**src/rtl/daq_pkg.sv**
```systemverilog
// Shared types and constants for the DAQ_SPI read-side scheduler.
package daq_pkg;

  typedef enum logic [2:0] {
    ST_IDLE,
    ST_HDR,
    ST_SEQ,
    ST_DATA,
    ST_PAD
  } sched_state_t;

  localparam logic [7:0] HDR_BYTE_DFLT = 8'hA5;
  localparam logic [7:0] PAD_BYTE      = 8'h00;

endpackage

```
**src/rtl/pkg_skid_buf.sv**
```systemverilog
// Two-entry FIFO holding FIFO words that arrive while the tx slot is occupied.
// The caller's read-credit rule keeps it from overflowing, so no checks here.
module pkg_skid_buf #(
  parameter int DATA_WIDTH = 8
) (
  input  logic                  clk,
  input  logic                  rst_n,
  input  logic                  push,
  input  logic [DATA_WIDTH-1:0] din,
  input  logic                  pop,
  output logic [DATA_WIDTH-1:0] head,
  output logic [1:0]            count
);

  logic [DATA_WIDTH-1:0] ent0_q;
  logic [DATA_WIDTH-1:0] ent1_q;
  logic [1:0]            count_q;

  assign head  = ent0_q;
  assign count = count_q;

  // Shift-style storage: entry 0 is always the oldest word.
  always_ff @(posedge clk or negedge rst_n) begin
    if (!rst_n) begin
      ent0_q  <= '0;
      ent1_q  <= '0;
      count_q <= 2'd0;
    end else begin
      case ({push, pop})
        2'b10: begin
          if (count_q == 2'd0) ent0_q <= din;
          else                 ent1_q <= din;
          count_q <= count_q + 2'd1;
        end
        2'b01: begin
          ent0_q  <= ent1_q;
          count_q <= count_q - 2'd1;
        end
        2'b11: begin
          if (count_q == 2'd1) begin
            ent0_q <= din;
          end else begin
            ent0_q <= ent1_q;
            ent1_q <= din;
          end
        end
        default: ;
      endcase
    end
  end

endmodule

```
**src/rtl/pkg_rd_sched.sv**
```systemverilog
// Drains one package from ring_fifo and frames it as HDR, SEQ, payload on a
// valid/ready link; pads with zeros if the FIFO starves mid-package.
module pkg_rd_sched
  import daq_pkg::*;
#(
  parameter int         DATA_WIDTH = 8,
  parameter int         PKG_SIZE   = 10,
  parameter int         CNT_WIDTH  = 16,
  parameter logic [7:0] HDR_BYTE   = HDR_BYTE_DFLT,
  parameter int         TIMEOUT    = 64
) (
  input  logic                  sys_clk,
  input  logic                  sys_rst_n,
  input  logic                  enable,
  input  logic                  package_ready,
  input  logic                  fifo_empty,
  output logic                  fifo_rd_en,
  input  logic                  fifo_valid,
  input  logic [DATA_WIDTH-1:0] fifo_dout,
  output logic [DATA_WIDTH-1:0] tx_data,
  output logic                  tx_valid,
  input  logic                  tx_ready,
  output logic                  tx_last,
  output logic [7:0]            pkg_seq,
  output logic                  busy,
  output logic                  underrun,
  input  logic                  clr_err
);

  localparam int                   WD_W     = $clog2(TIMEOUT + 1);
  localparam logic [CNT_WIDTH-1:0] PKG_CNT  = CNT_WIDTH'(PKG_SIZE);
  localparam logic [CNT_WIDTH-1:0] LAST_IDX = CNT_WIDTH'(PKG_SIZE - 1);
  localparam logic [WD_W-1:0]      WD_LAST  = WD_W'(TIMEOUT - 1);

  sched_state_t          state_q, state_d;
  logic [CNT_WIDTH-1:0]  issued_q, issued_d;
  logic [CNT_WIDTH-1:0]  sent_q, sent_d;
  logic [WD_W-1:0]       wd_q, wd_d;
  logic                  abort_q, abort_d;
  logic                  inflight_q;
  logic [7:0]            seq_q, seq_d;
  logic                  underrun_q, set_err;
  logic                  busy_q;
  logic                  tx_valid_q, tx_valid_d;
  logic                  tx_last_q, tx_last_d;
  logic [DATA_WIDTH-1:0] tx_data_q, tx_data_d;

  logic                  buf_push, buf_pop, load_data;
  logic [DATA_WIDTH-1:0] buf_head;
  logic [1:0]            buf_count;
  logic                  have_buf, src_valid, xfer, credit_ok;
  logic [DATA_WIDTH-1:0] src_data;

  pkg_skid_buf #(.DATA_WIDTH(DATA_WIDTH)) u_skid (
    .clk   (sys_clk),
    .rst_n (sys_rst_n),
    .push  (buf_push),
    .din   (fifo_dout),
    .pop   (buf_pop),
    .head  (buf_head),
    .count (buf_count)
  );

  assign xfer      = tx_valid_q & tx_ready;
  assign have_buf  = (buf_count != 2'd0);
  assign src_valid = have_buf | fifo_valid;
  assign src_data  = have_buf ? buf_head : fifo_dout;
  // At most two words may be held or outstanding, so the skid buffer never overflows.
  assign credit_ok = (({1'b0, inflight_q} + buf_count) < 2'd2);

  // Read strobe: decoded from registered state plus the live empty flag.
  assign fifo_rd_en = ((state_q == ST_HDR) || (state_q == ST_SEQ) || (state_q == ST_DATA)) &&
                      (issued_q < PKG_CNT) && !fifo_empty && !abort_q && credit_ok;

  assign tx_data  = tx_data_q;
  assign tx_valid = tx_valid_q;
  assign tx_last  = tx_last_q;
  assign pkg_seq  = seq_q;
  assign busy     = busy_q;
  assign underrun = underrun_q;

  // Next-state, counters, watchdog and the next contents of the tx output register.
  always_comb begin
    state_d    = state_q;
    issued_d   = fifo_rd_en ? issued_q + CNT_WIDTH'(1) : issued_q;
    sent_d     = sent_q;
    wd_d       = wd_q;
    abort_d    = abort_q;
    set_err    = 1'b0;
    seq_d      = seq_q;
    tx_valid_d = tx_valid_q;
    tx_data_d  = tx_data_q;
    tx_last_d  = tx_last_q;
    load_data  = 1'b0;

    if ((state_q == ST_DATA) && !abort_q) begin
      if ((issued_q < PKG_CNT) && fifo_empty) begin
        wd_d = wd_q + WD_W'(1);
        if (wd_q == WD_LAST) begin
          abort_d = 1'b1;
          set_err = 1'b1;
        end
      end else begin
        wd_d = '0;
      end
    end

    case (state_q)
      ST_IDLE: begin
        if (enable && package_ready) begin
          state_d    = ST_HDR;
          tx_valid_d = 1'b1;
          tx_data_d  = DATA_WIDTH'(HDR_BYTE);
          tx_last_d  = 1'b0;
          issued_d   = '0;
          sent_d     = '0;
          wd_d       = '0;
          abort_d    = 1'b0;
        end
      end
      ST_HDR: begin
        if (xfer) begin
          state_d   = ST_SEQ;
          tx_data_d = DATA_WIDTH'(seq_q);
        end
      end
      ST_SEQ: begin
        if (xfer) begin
          state_d = ST_DATA;
          if (src_valid) load_data  = 1'b1;
          else           tx_valid_d = 1'b0;
        end
      end
      ST_DATA: begin
        if (xfer) sent_d = sent_q + CNT_WIDTH'(1);
        if (xfer && tx_last_q) begin
          state_d    = ST_IDLE;
          tx_valid_d = 1'b0;
          tx_last_d  = 1'b0;
          seq_d      = seq_q + 8'd1;
        end else if (!tx_valid_q || xfer) begin
          if (src_valid) begin
            load_data = 1'b1;
          end else if (abort_q && !inflight_q) begin
            // Everything fetched has drained; fill the rest of the frame.
            state_d    = ST_PAD;
            tx_valid_d = 1'b1;
            tx_data_d  = DATA_WIDTH'(PAD_BYTE);
            tx_last_d  = (sent_d == LAST_IDX);
          end else begin
            tx_valid_d = 1'b0;
          end
        end
      end
      ST_PAD: begin
        if (xfer) begin
          sent_d = sent_q + CNT_WIDTH'(1);
          if (tx_last_q) begin
            state_d    = ST_IDLE;
            tx_valid_d = 1'b0;
            tx_last_d  = 1'b0;
            seq_d      = seq_q + 8'd1;
          end else begin
            tx_last_d = (sent_d == LAST_IDX);
          end
        end
      end
      default: state_d = ST_IDLE;
    endcase

    if (load_data) begin
      tx_valid_d = 1'b1;
      tx_data_d  = src_data;
      tx_last_d  = (sent_d == LAST_IDX);
    end

    // Words go straight to the tx register when the buffer is empty and the slot is free.
    buf_pop  = load_data && have_buf;
    buf_push = fifo_valid && !(load_data && !have_buf);
  end

  // State, counters and registered outputs.
  always_ff @(posedge sys_clk or negedge sys_rst_n) begin
    if (!sys_rst_n) begin
      state_q    <= ST_IDLE;
      issued_q   <= '0;
      sent_q     <= '0;
      wd_q       <= '0;
      abort_q    <= 1'b0;
      inflight_q <= 1'b0;
      seq_q      <= 8'd0;
      underrun_q <= 1'b0;
      busy_q     <= 1'b0;
      tx_valid_q <= 1'b0;
      tx_data_q  <= '0;
      tx_last_q  <= 1'b0;
    end else begin
      state_q    <= state_d;
      issued_q   <= issued_d;
      sent_q     <= sent_d;
      wd_q       <= wd_d;
      abort_q    <= abort_d;
      inflight_q <= fifo_rd_en;
      seq_q      <= seq_d;
      underrun_q <= set_err ? 1'b1 : (clr_err ? 1'b0 : underrun_q);
      busy_q     <= (state_d != ST_IDLE);
      tx_valid_q <= tx_valid_d;
      tx_data_q  <= tx_data_d;
      tx_last_q  <= tx_last_d;
    end
  end

endmodule

```
**config.mk**
```make
export PLATFORM = sky130hd
export DESIGN_NAME = pkg_rd_sched
export DESIGN_NICKNAME = d
export VERILOG_FILES = /design/src/rtl/daq_pkg.sv /design/src/rtl/pkg_skid_buf.sv /design/src/rtl/pkg_rd_sched.sv
export SDC_FILE = /design/constraint.sdc
export NUM_CORES = 1
export LEC_CHECK = 0
export CORE_UTILIZATION = 45
export CTS_BUF_LIST = sky130_fd_sc_hd__clkbuf_16
export CTS_CLUSTER_SIZE = 25
export DETAILED_ROUTE_END_ITERATION = 12
export PLACE_DENSITY = 0.67
export SYNTH_ARGS = -nofsm -noshare
export SYNTH_HDL_FRONTEND = slang
export SYNTH_HIERARCHICAL = 1
export SYNTH_SLANG_ARGS = --single-unit
```
**constraint.sdc**
```tcl
create_clock -name sys_clk -period 2.9 [get_ports sys_clk]
set_input_delay 0.87 -clock sys_clk [delete_from_list [all_inputs] [get_ports sys_clk]]
set_output_delay 0.87 -clock sys_clk [all_outputs]
set_load 0.05 [all_outputs]
```
## Word-level counts from Yosys, hierarchy flattened

Index checks and enable logic that the tools add are counted.

| word-level totals | value |
|---|---|
| register bits after elaboration | 82 |
| latch bits | 0 |
| memory bits (writable) | 0 |
| memory bits (read-only) | 0 |
| bits of input ports | 16 |
| word-level logic and storage cells | 172 |
| memories | 0 |

| operators by class | value |
|---|---|
| $add $sub $neg | 7 |
| multiply operators | 0 |
| divide/modulo/power cells | 0 |
| order comparisons | 2 |
| eq/ne operators | 31 |
| shift operators | 0 |
| muxes and demuxes | 76 |
| bitwise gates (word level) | 2 |
| reductions and logical operators | 39 |

Operators with widths:

| cell | count |
|---|---|
| 8-bit two-way mux | 15 |
| 16-bit two-way mux | 6 |
| 16-bit by 4-bit equality test with 1-bit output, second input constant | 3 |
| 16-bit one-hot mux with 3 select lines | 1 |
| 8-bit one-hot mux with 3 select lines | 2 |
| 16-bit by 1-bit adder with 16-bit output, second input constant | 2 |
| 1-bit two-way mux | 32 |
| 8-bit one-hot mux with 2 select lines | 2 |
| 7-bit two-way mux | 4 |
| 3-bit two-way mux | 9 |
| 3-bit != test, second input constant | 8 |
| 16-bit by 4-bit less-than comparator with 1-bit output, second input constant | 1 |
| 3-bit one-hot mux with 5 select lines | 1 |
| 1-bit logical AND | 12 |
| 2-bit nonzero test | 5 |
| 8-bit by 1-bit adder with 8-bit output, second input constant | 1 |
| 2-bit != test, second input constant | 4 |
| 4-bit by 2-bit != test with 1-bit output, second input constant | 2 |
| 8-bit AND reduction | 1 |
| 4-bit nonzero test | 2 |
| 7-bit by 1-bit adder with 7-bit output, second input constant | 1 |
| 7-bit by 6-bit equality test with 1-bit output, second input constant | 1 |
| 7-bit AND reduction | 1 |
| 3-bit by 2-bit equality test with 1-bit output, second input constant | 2 |
| other kinds (27) | 39 |

## Depth between registers and ports, before layout

Gate-level depths: netlist of the first run.

| logic depth | value |
|---|---|
| word-level depth | 12 |
| depth in mapped cells | 13 |
| depth with buffers taken out | 10 |

## Hierarchy

Netlist of the first run, hierarchy kept.

Modules (own cells, without submodules):

| module | instances | cells each | area each (um2) |
|---|---|---|---|
| pkg_rd_sched | 1 | 435 | 3791.1 |
| pkg_skid_buf | 1 | 85 | 962.2 |

## Worst setup path after synthesis of the first run

No wires, ideal clock.

| timing path | value |
|---|---|
| path type | input -> output |
| from | input fifo_empty |
| to | output fifo_rd_en |
| arrival | 2.753 ns |
| setup slack | -0.723 ns |
| stages | 2 |
| cell sequence | or4_1 nor3_1 |

| on the way | value |
|---|---|
| longest elaborated chain between the ends | 4 |

RTL lines:

| element | line | source |
|---|---|---|
| start: declaration | pkg_rd_sched.sv:16 | `input logic fifo_empty,` |
| 1-bit logical NOT | pkg_rd_sched.sv:73 | `(issued_q < PKG_CNT) && !fifo_empty && !abort_q && credit_ok;` |
| 1-bit logical AND (3 in a row) | pkg_rd_sched.sv:73 |  |
| end: declaration | pkg_rd_sched.sv:17 | `output logic fifo_rd_en,` |

No other way between the ends.

## Worst setup path in the final report of the first run

Same ends and word-level chain as after synthesis.

==> flow_summary.yaml, run 1 <==
timing:
  worst_slew_margin_rel_pct: 63.19
  tightest_slew_ps: 547.0
  rsz0062_at_grt: "no"
  fin_worst_skew_ps: 7.089
  max_freq_mhz: 353.0
  layout_min_cycle_time_ps: 2833
  finalMaxSlewViolations: 0
  fin_setup_tns_ps: 0
  hold_viol_final: 0
  timing.final.setup_violations: 0
  final.period_utilization_pct: 97.67
floorplanning:
  placeableCoreArea_um2: 10280
  design.die.area_um2: 10980
  floorplan.initialDensity_pct: 46.25
  die_x_um: 104.8
  chipHeight_um: 104.8
  placementRows: 37
  pin_count: 37
grt:
  gr-usage-all-layers_pct: 24.19
  first_pass_grt_wire_length_um: 20940
  grt_start_max_net_pins: 40
  grt_overflow_total: 0
  first_global_vias: 4286
  antenna_violations_before_repair: 0
routing:
  total_number_of_vias: 4407
  detail_route.iter0.violations: 266
  drt.antenna.violating_nets: 0
  dr_vias_cell: 5.876
  routed_wl_um: 12390
  detail_route.wl_per_cell_um: 16.51
  post-route-drc-count: 0
  drt-pass1-iter-count: 5
finish:
  final_common_cell: "dfrtp_1"
  n_antenna_cell: 0
  design.final.nets: 638
  layout.core_utilization_pct: 59.47
  area.growth.synth_to_final_pct: 28.59
  finish.cell_count_without_fillers: 750
  number_of_filler_instances_in_the_final_layout: 897
  mostFrequentLayoutCells: "dfrtp_1, buf_4, nor2_1, o21ai_0, a21oi_1"
  post-route-cell-area_um2: 6112
  drive_gt1_share_pct: 20.68
clocking:
  clkSinkCount: 82
  clk_root_buffer_cell: "clkbuf_16"
  cts.reportedPaths.clkPinSlew_ps: 60
  cts.htree.levels: 3
  tritoncts_clock_tree: "done"
  worst_skew_pair.late_latency_ps: 340
  number_of_buffers_created_by_cts: 9
  cts-root-to-sink-buffers: 2
power_and_ir_drop:
  powerDensity_nw_per_um2: 888.3
  vdd_ir_drop_max_uv: 513.3
  static_leakage_nw: 2.675
worst_hold_path:
  hp-class: "flop to flop"
  hold_path_startpoint: "issued_q[11]"
yosys:
  synth-seq-cells: 82
  synthMuxAreaShare_pct: 3.922
  dominant_combinational_cell_family_by_area_after_synthesis: "simple AND/OR/NAND/NOR gates"
  synthAdderAreaFrac_pct: 3.159
  postSynthNetCount: 548
  netlist_cell_types: 61
  leading_post_synthesis_cells_by_cell_area: "dfrtp_1, o21ai_0, a21oi_1, nor2_1, ha_1"
  ys_dominant_reg_cell: "dfrtp_1"
  synthSimpleGateAreaFrac_pct: 22.08
  mappedNetlistArea_um2: 4753
  synth_warnings: 6
  synth-compound-area-share_pct: 18.77
  post-synth-top-area-fraction_pct: 43.17
  synth_enable_flop_cells: 0
  synth.largest_area_cell: "dfrtp_1"
  syn_avg_cell_area_um2: 9.141
  seq_area_frac_synth_pct: 43.17
  synthCells: 520
  synthArstFlopShare_pct: 100.0
  synthXorXnorAreaFrac_pct: 4.606
critical_path:
  cp.required_ps: 2030
  combined_buffer_and_inverter_count_along_the_critical_path: 3
  crit_family: "simple AND/OR/NAND/NOR gates"
  critPathLaunchType: "input port"
  path_cells: "clkdlybuf4s15_2 -> or4_4 -> nor3_2 -> buf_4 -> buf_12"
  timing.critical_path.arrival_ps: 1960
  path_class: "input port to primary output"
  worst_path_max_delay_cell: "or4_4"
  critical_path_peak_fanout: 2
  cpPeakStageDelay_ps: 480
  critPathLaunch: "fifo_empty"
  critical_r2r_launch: "state_q[2]"
  critPathCaptureType: "primary output"
placement:
  placement.cell_area_um2: 5783
  post-place-cells: 734
  estimated_wirelength_of_the_detail_placed_design_um: 9272
  globalplace.congestion: 0.9539
  portBuffers: 36
run:
  cap_violations: 0
run_status:
  outcome: "completed"
state kept, by name, indices dropped and copies added, names as in the netlist:
signal,flops
issued_q,16
sent_q,16
pkg_seq,8
tx_data,8
u_skid/ent1_q,8
u_skid/head,8
wd_q,7
state_q,3
u_skid/count,2
abort_q,1
busy,1
inflight_q,1
tx_last,1
tx_valid,1
underrun,1
cells in the mapped netlist (3+ instances only):
cell type,n
nand2_1,34
o21ai_0,43
ha_1,12
nor4b_1,3
nor3b_1,3
mux2_1,10
xnor2_1,15
dfrtp_1,82
and2_1,17
and3_1,7
nor2_1,43
buf_2,7
mux2_2,3
inv_1,17
nor3_1,16
xor2_1,10
nand3_1,21
or3_1,4
o31ai_1,10
a222oi_1,8
nand2b_1,8
clkbuf_1,18
a21oi_1,41
buf_4,3
nor4_1,10
a31oi_1,15
nand4_1,8
nor2b_1,7
metal layers:
metal  share of wire (%)  wire [um]  vias up  global-route usage [%]
li1                    -          -     2078                       -
met3                 5.7        708       24                   4.741
met2                  48       5978      166                   40.30
met1                  44       5411     2139                   30.50
met5                   0          0        -                       0
met4                 2.3        287        0                   10.56
logic make-up after synthesis:
| kind of cell | count (synthesis) |
|---|---|
| XOR/XNOR | 25 |
| buffers and inverters | 47 |
| adder cells (fa/ha/maj) | 12 |
| AO/OA/AOI/OAI | 142 |
| flip-flops | 82 |
| AND/OR/NAND/NOR | 196 |
| multiplexers | 16 |
path summary, 6_finish.rpt:
kind                                          to  slack (ps)  depth (start not counted)
worst max-delay path                  fifo_rd_en          70                          5
worst min-delay path                issued_q[11]         490                          1
worst max register to register  u_skid/ent1_q[4]         230                          9
worst min register to register      issued_q[11]         490                          1
max in group asynchronous             state_q[0]        1720                          2
min in group asynchronous              sent_q[7]         510                          1
cell type report:
| cell class | instances | area, um^2 | area share, % |
|---|---|---|---|
| Clock buffer | 9 | 225.2 | 3.685 |
| Timing Repair Buffer | 109 | 944.7 | 15.46 |
| Sequential cell | 82 | 2054 | 33.61 |
| Tap cell | 136 | 170.2 | 2.784 |
| Multi-Input combinational cell | 391 | 2595 | 42.46 |
| Inverter | 17 | 63.81 | 1.044 |
| Clock inverter | 6 | 58.81 | 0.9621 |
per-stage QoR:
step | power [mW] | hold WS, ps | worst slack (ps)
floorplan | 3.330 | 453.9 | -197.8
global placement | 4.227 | 468.9 | -488.8
detailed placement | 4.289 | 471.2 | -554.4
CTS | 5.447 | 490.8 | 10.36
global route | 5.762 | 499.0 | 8.828
finish | 5.429 | 486.4 | 67.44
power breakdown:
| group | total [mW] | switching [mW] | internal [mW] |
|---|---|---|---|
| Clock | 1.11 | 0.451 | 0.655 |
| Combinational | 2.66 | 1.46 | 1.20 |
| Sequential | 1.66 | 0.240 | 1.42 |
what timing repair did:
| action | CTS | global route |
|---|---|---|
| resized for setup | 15 | 3 |
| hold buffers | 0 | 0 |
| setup buffers | 1 | 0 |
| pin swaps | 6 | 3 |
| endpoints found under the setup margin | 18 | 2 |
No activity file was read; power rests on OpenSTA's default activity.
==> run 2: changes to the inputs <==
--- a/config.mk
+++ b/config.mk
@@ -10,6 +10,7 @@
 export CTS_CLUSTER_SIZE = 25
 export DETAILED_ROUTE_END_ITERATION = 12
 export PLACE_DENSITY = 0.67
+export SETUP_SLACK_MARGIN = 0.3
 export SYNTH_ARGS = -nofsm -noshare
 export SYNTH_HDL_FRONTEND = slang
 export SYNTH_HIERARCHICAL = 1
==> run 2 against run 1 <==
Register-to-register slack better by 70 ps. First-iteration DRC count increased by 19%. Fmax up 1.6%. Critical path depth decreased by 1.
==> flow_summary.yaml, run 2 (synthesis gave the netlist of run 1 again) <==
grt:
  first_global_vias: 4290
  global_route.usage.met3_pct: 4.554
  grt_most_used_layer: "met2"
  met2_routing_resource_usage_after_global_routing_pct: 41.58
  antenna_violations_before_repair: 0
  grt_overflow_total: 0
  grt_start_max_net_pins: 83
  first_pass_grt_wire_length_um: 21580
  grt_util_met1_pct: 31.90
  gr-usage-all-layers_pct: 24.88
timing:
  finalMaxSlewViolations: 0
  rsz0062_at_grt: "yes"
  final.period_utilization_pct: 96.18
  layout_min_cycle_time_ps: 2789
  holdWs_ps: 481.8
  timing.final.setup_violations: 0
  hold_viol_final: 0
  fin_worst_skew_ps: 7.967
  max_freq_mhz: 358.5
  tightest_slew_ps: 517.2
  worst_slew_margin_rel_pct: 65.41
routing:
  drt-pass1-iter-count: 8
  post-route-drc-count: 0
  dr_vias_cell: 5.815
  detail_route.iter0.violations: 317
  drt.antenna.violating_nets: 0
  detail_route.wl_per_cell_um: 17.06
  total_number_of_vias: 4437
  routed_wl_um: 13020
clocking:
  cts.reportedPaths.clkPinSlew_ps: 60
  worst_skew_pair.late_latency_ps: 350
  cts-root-to-sink-buffers: 2
  clk_root_buffer_cell: "clkbuf_16"
  number_of_buffers_created_by_cts: 9
  tritoncts_clock_tree: "done"
  clkSinkCount: 82
  cts.htree.levels: 3
run:
  cap_violations: 0
finish:
  area.growth.synth_to_final_pct: 32.90
  top_flop_regs: "issued_q (16), sent_q (16)"
  mostFrequentLayoutCells: "buf_4, dfrtp_1, o21ai_0"
  drive_gt1_share_pct: 26.00
  number_of_filler_instances_in_the_final_layout: 884
  design.final.nets: 650
  n_antenna_cell: 0
  final_common_cell: "buf_4"
  layout.core_utilization_pct: 61.47
floorplanning:
  placementRows: 37
  floorplan.initialDensity_pct: 46.25
  placeableCoreArea_um2: 10280
  design.die.area_um2: 10980
  pin_count: 37
  die_x_um: 104.8
  chipHeight_um: 104.8
critical_path:
  crit_family: "simple AND/OR/NAND/NOR gates"
  cp.required_ps: 2030
  cpPeakStageDelay_ps: 490
  path_class: "input port to primary output"
  critPathCaptureType: "primary output"
  critPathLaunchType: "input port"
  path_cells: "buf_6 -> or4_4 -> nor3_4 -> buf_12"
  critical_r2r_launch: "state_q[2]"
  rrSetupSlack_ps: 300
  critPathLaunch: "fifo_empty"
  worst_path_max_delay_cell: "or4_4"
  critical_path_peak_fanout: 2
  critical_path_depth: 4
  setup.worst_path.end: "fifo_rd_en"
  timing.critical_path.arrival_ps: 1920
  worstReg2RegEnd: "u_skid/ent1_q[0]"
  ff2ff_path_depth: 11
  combined_buffer_and_inverter_count_along_the_critical_path: 2
power_and_ir_drop:
  vdd_ir_drop_max_uv: 547.4
  static_leakage_nw: 2.760
  powerDensity_nw_per_um2: 888.2
worst_hold_path:
  hp-class: "flop to flop"
placement:
  estimated_wirelength_of_the_detail_placed_design_um: 9120
  globalplace.congestion: 0.9140
  portBuffers: 36
run_status:
  outcome: "completed"
[run 2: cell types whose count changed in the layout (fill, tap and decap cells not counted), moves of 3 or more]
cell             change
nor2_2               +4
nor2_1               -4
nor3_1               -3
dfrtp_2              +4
dfrtp_1              -4
buf_6                +3
buf_4               +10
clkdlybuf4s15_1      +3
[run 2: worst min path at each step]
stage	end	from	slack, ps	depth (start not counted)
floorplan	issued_q[14]	issued_q[14]	450	1
CTS	issued_q[15]	issued_q[15]	490	1
detailed placement	issued_q[14]	issued_q[14]	470	1
global route	issued_q[15]	issued_q[15]	490	1
finish	underrun	underrun	480	1
global placement	underrun	underrun	470	1
[run 2: worst register-to-register path: cells and delay by family, from the launching register on]
family	cells	cell delay (ps)
multiplexers	1	300
adder cells (fa/ha/maj)	1	200
buffers and inverters	3	410
flip-flops	1	410
AND/OR/NAND/NOR	4	810
AO/OA/AOI/OAI	2	370
[run 2: layout make-up]
cell class              instances  area [um^2]  area share, %
clock buffers                   9        225.2          3.565
clock inverters                 7        62.56         0.9903
inverters                      17        63.81          1.010
multi-input cells             391         2699          42.72
flip-flops and latches         82         2059          32.60
well taps                     136        170.2          2.694
repair buffers                121         1037          16.42
[run 2: what timing repair did]
action | in CTS | in global routing
setup endpoints to repair | 21 | 18
buffers inserted | 2 | 11
hold endpoints to repair | 0 | 0
hold buffers | 0 | 0
gates resized for setup | 23 | 31
pin swaps | 5 | 14
[run 2: power breakdown]
| group | switching (mW) | internal (mW) | leakage [nW] | total (mW) |
|---|---|---|---|---|
| clock network | 0.474 | 0.657 | 0.144 | 1.13 |
| logic | 1.56 | 1.26 | 1.57 | 2.82 |
| registers | 0.238 | 1.42 | 1.05 | 1.66 |
[run 2: per-layer routing]
layer  vias up  wire length (um)
li1       2091                 -
met1      2163              5564
met2       158              6451
met3        25               672
met4         0               328
met5         -                 0
[run 2: through the flow]
step	worst slack [ps]	area [um^2]	power, mW	setup TNS, ps	instances
finish	110.8	6317	5.611	0	763
global route	58.02	6317	5.957	0	763
CTS	142.5	6136	5.459	0	752
detailed placement	-481.5	5799	4.288	-7340	734
global placement	-426.0	5799	4.221	-6486	734
floorplan	-197.8	4870	3.364	-1868	520
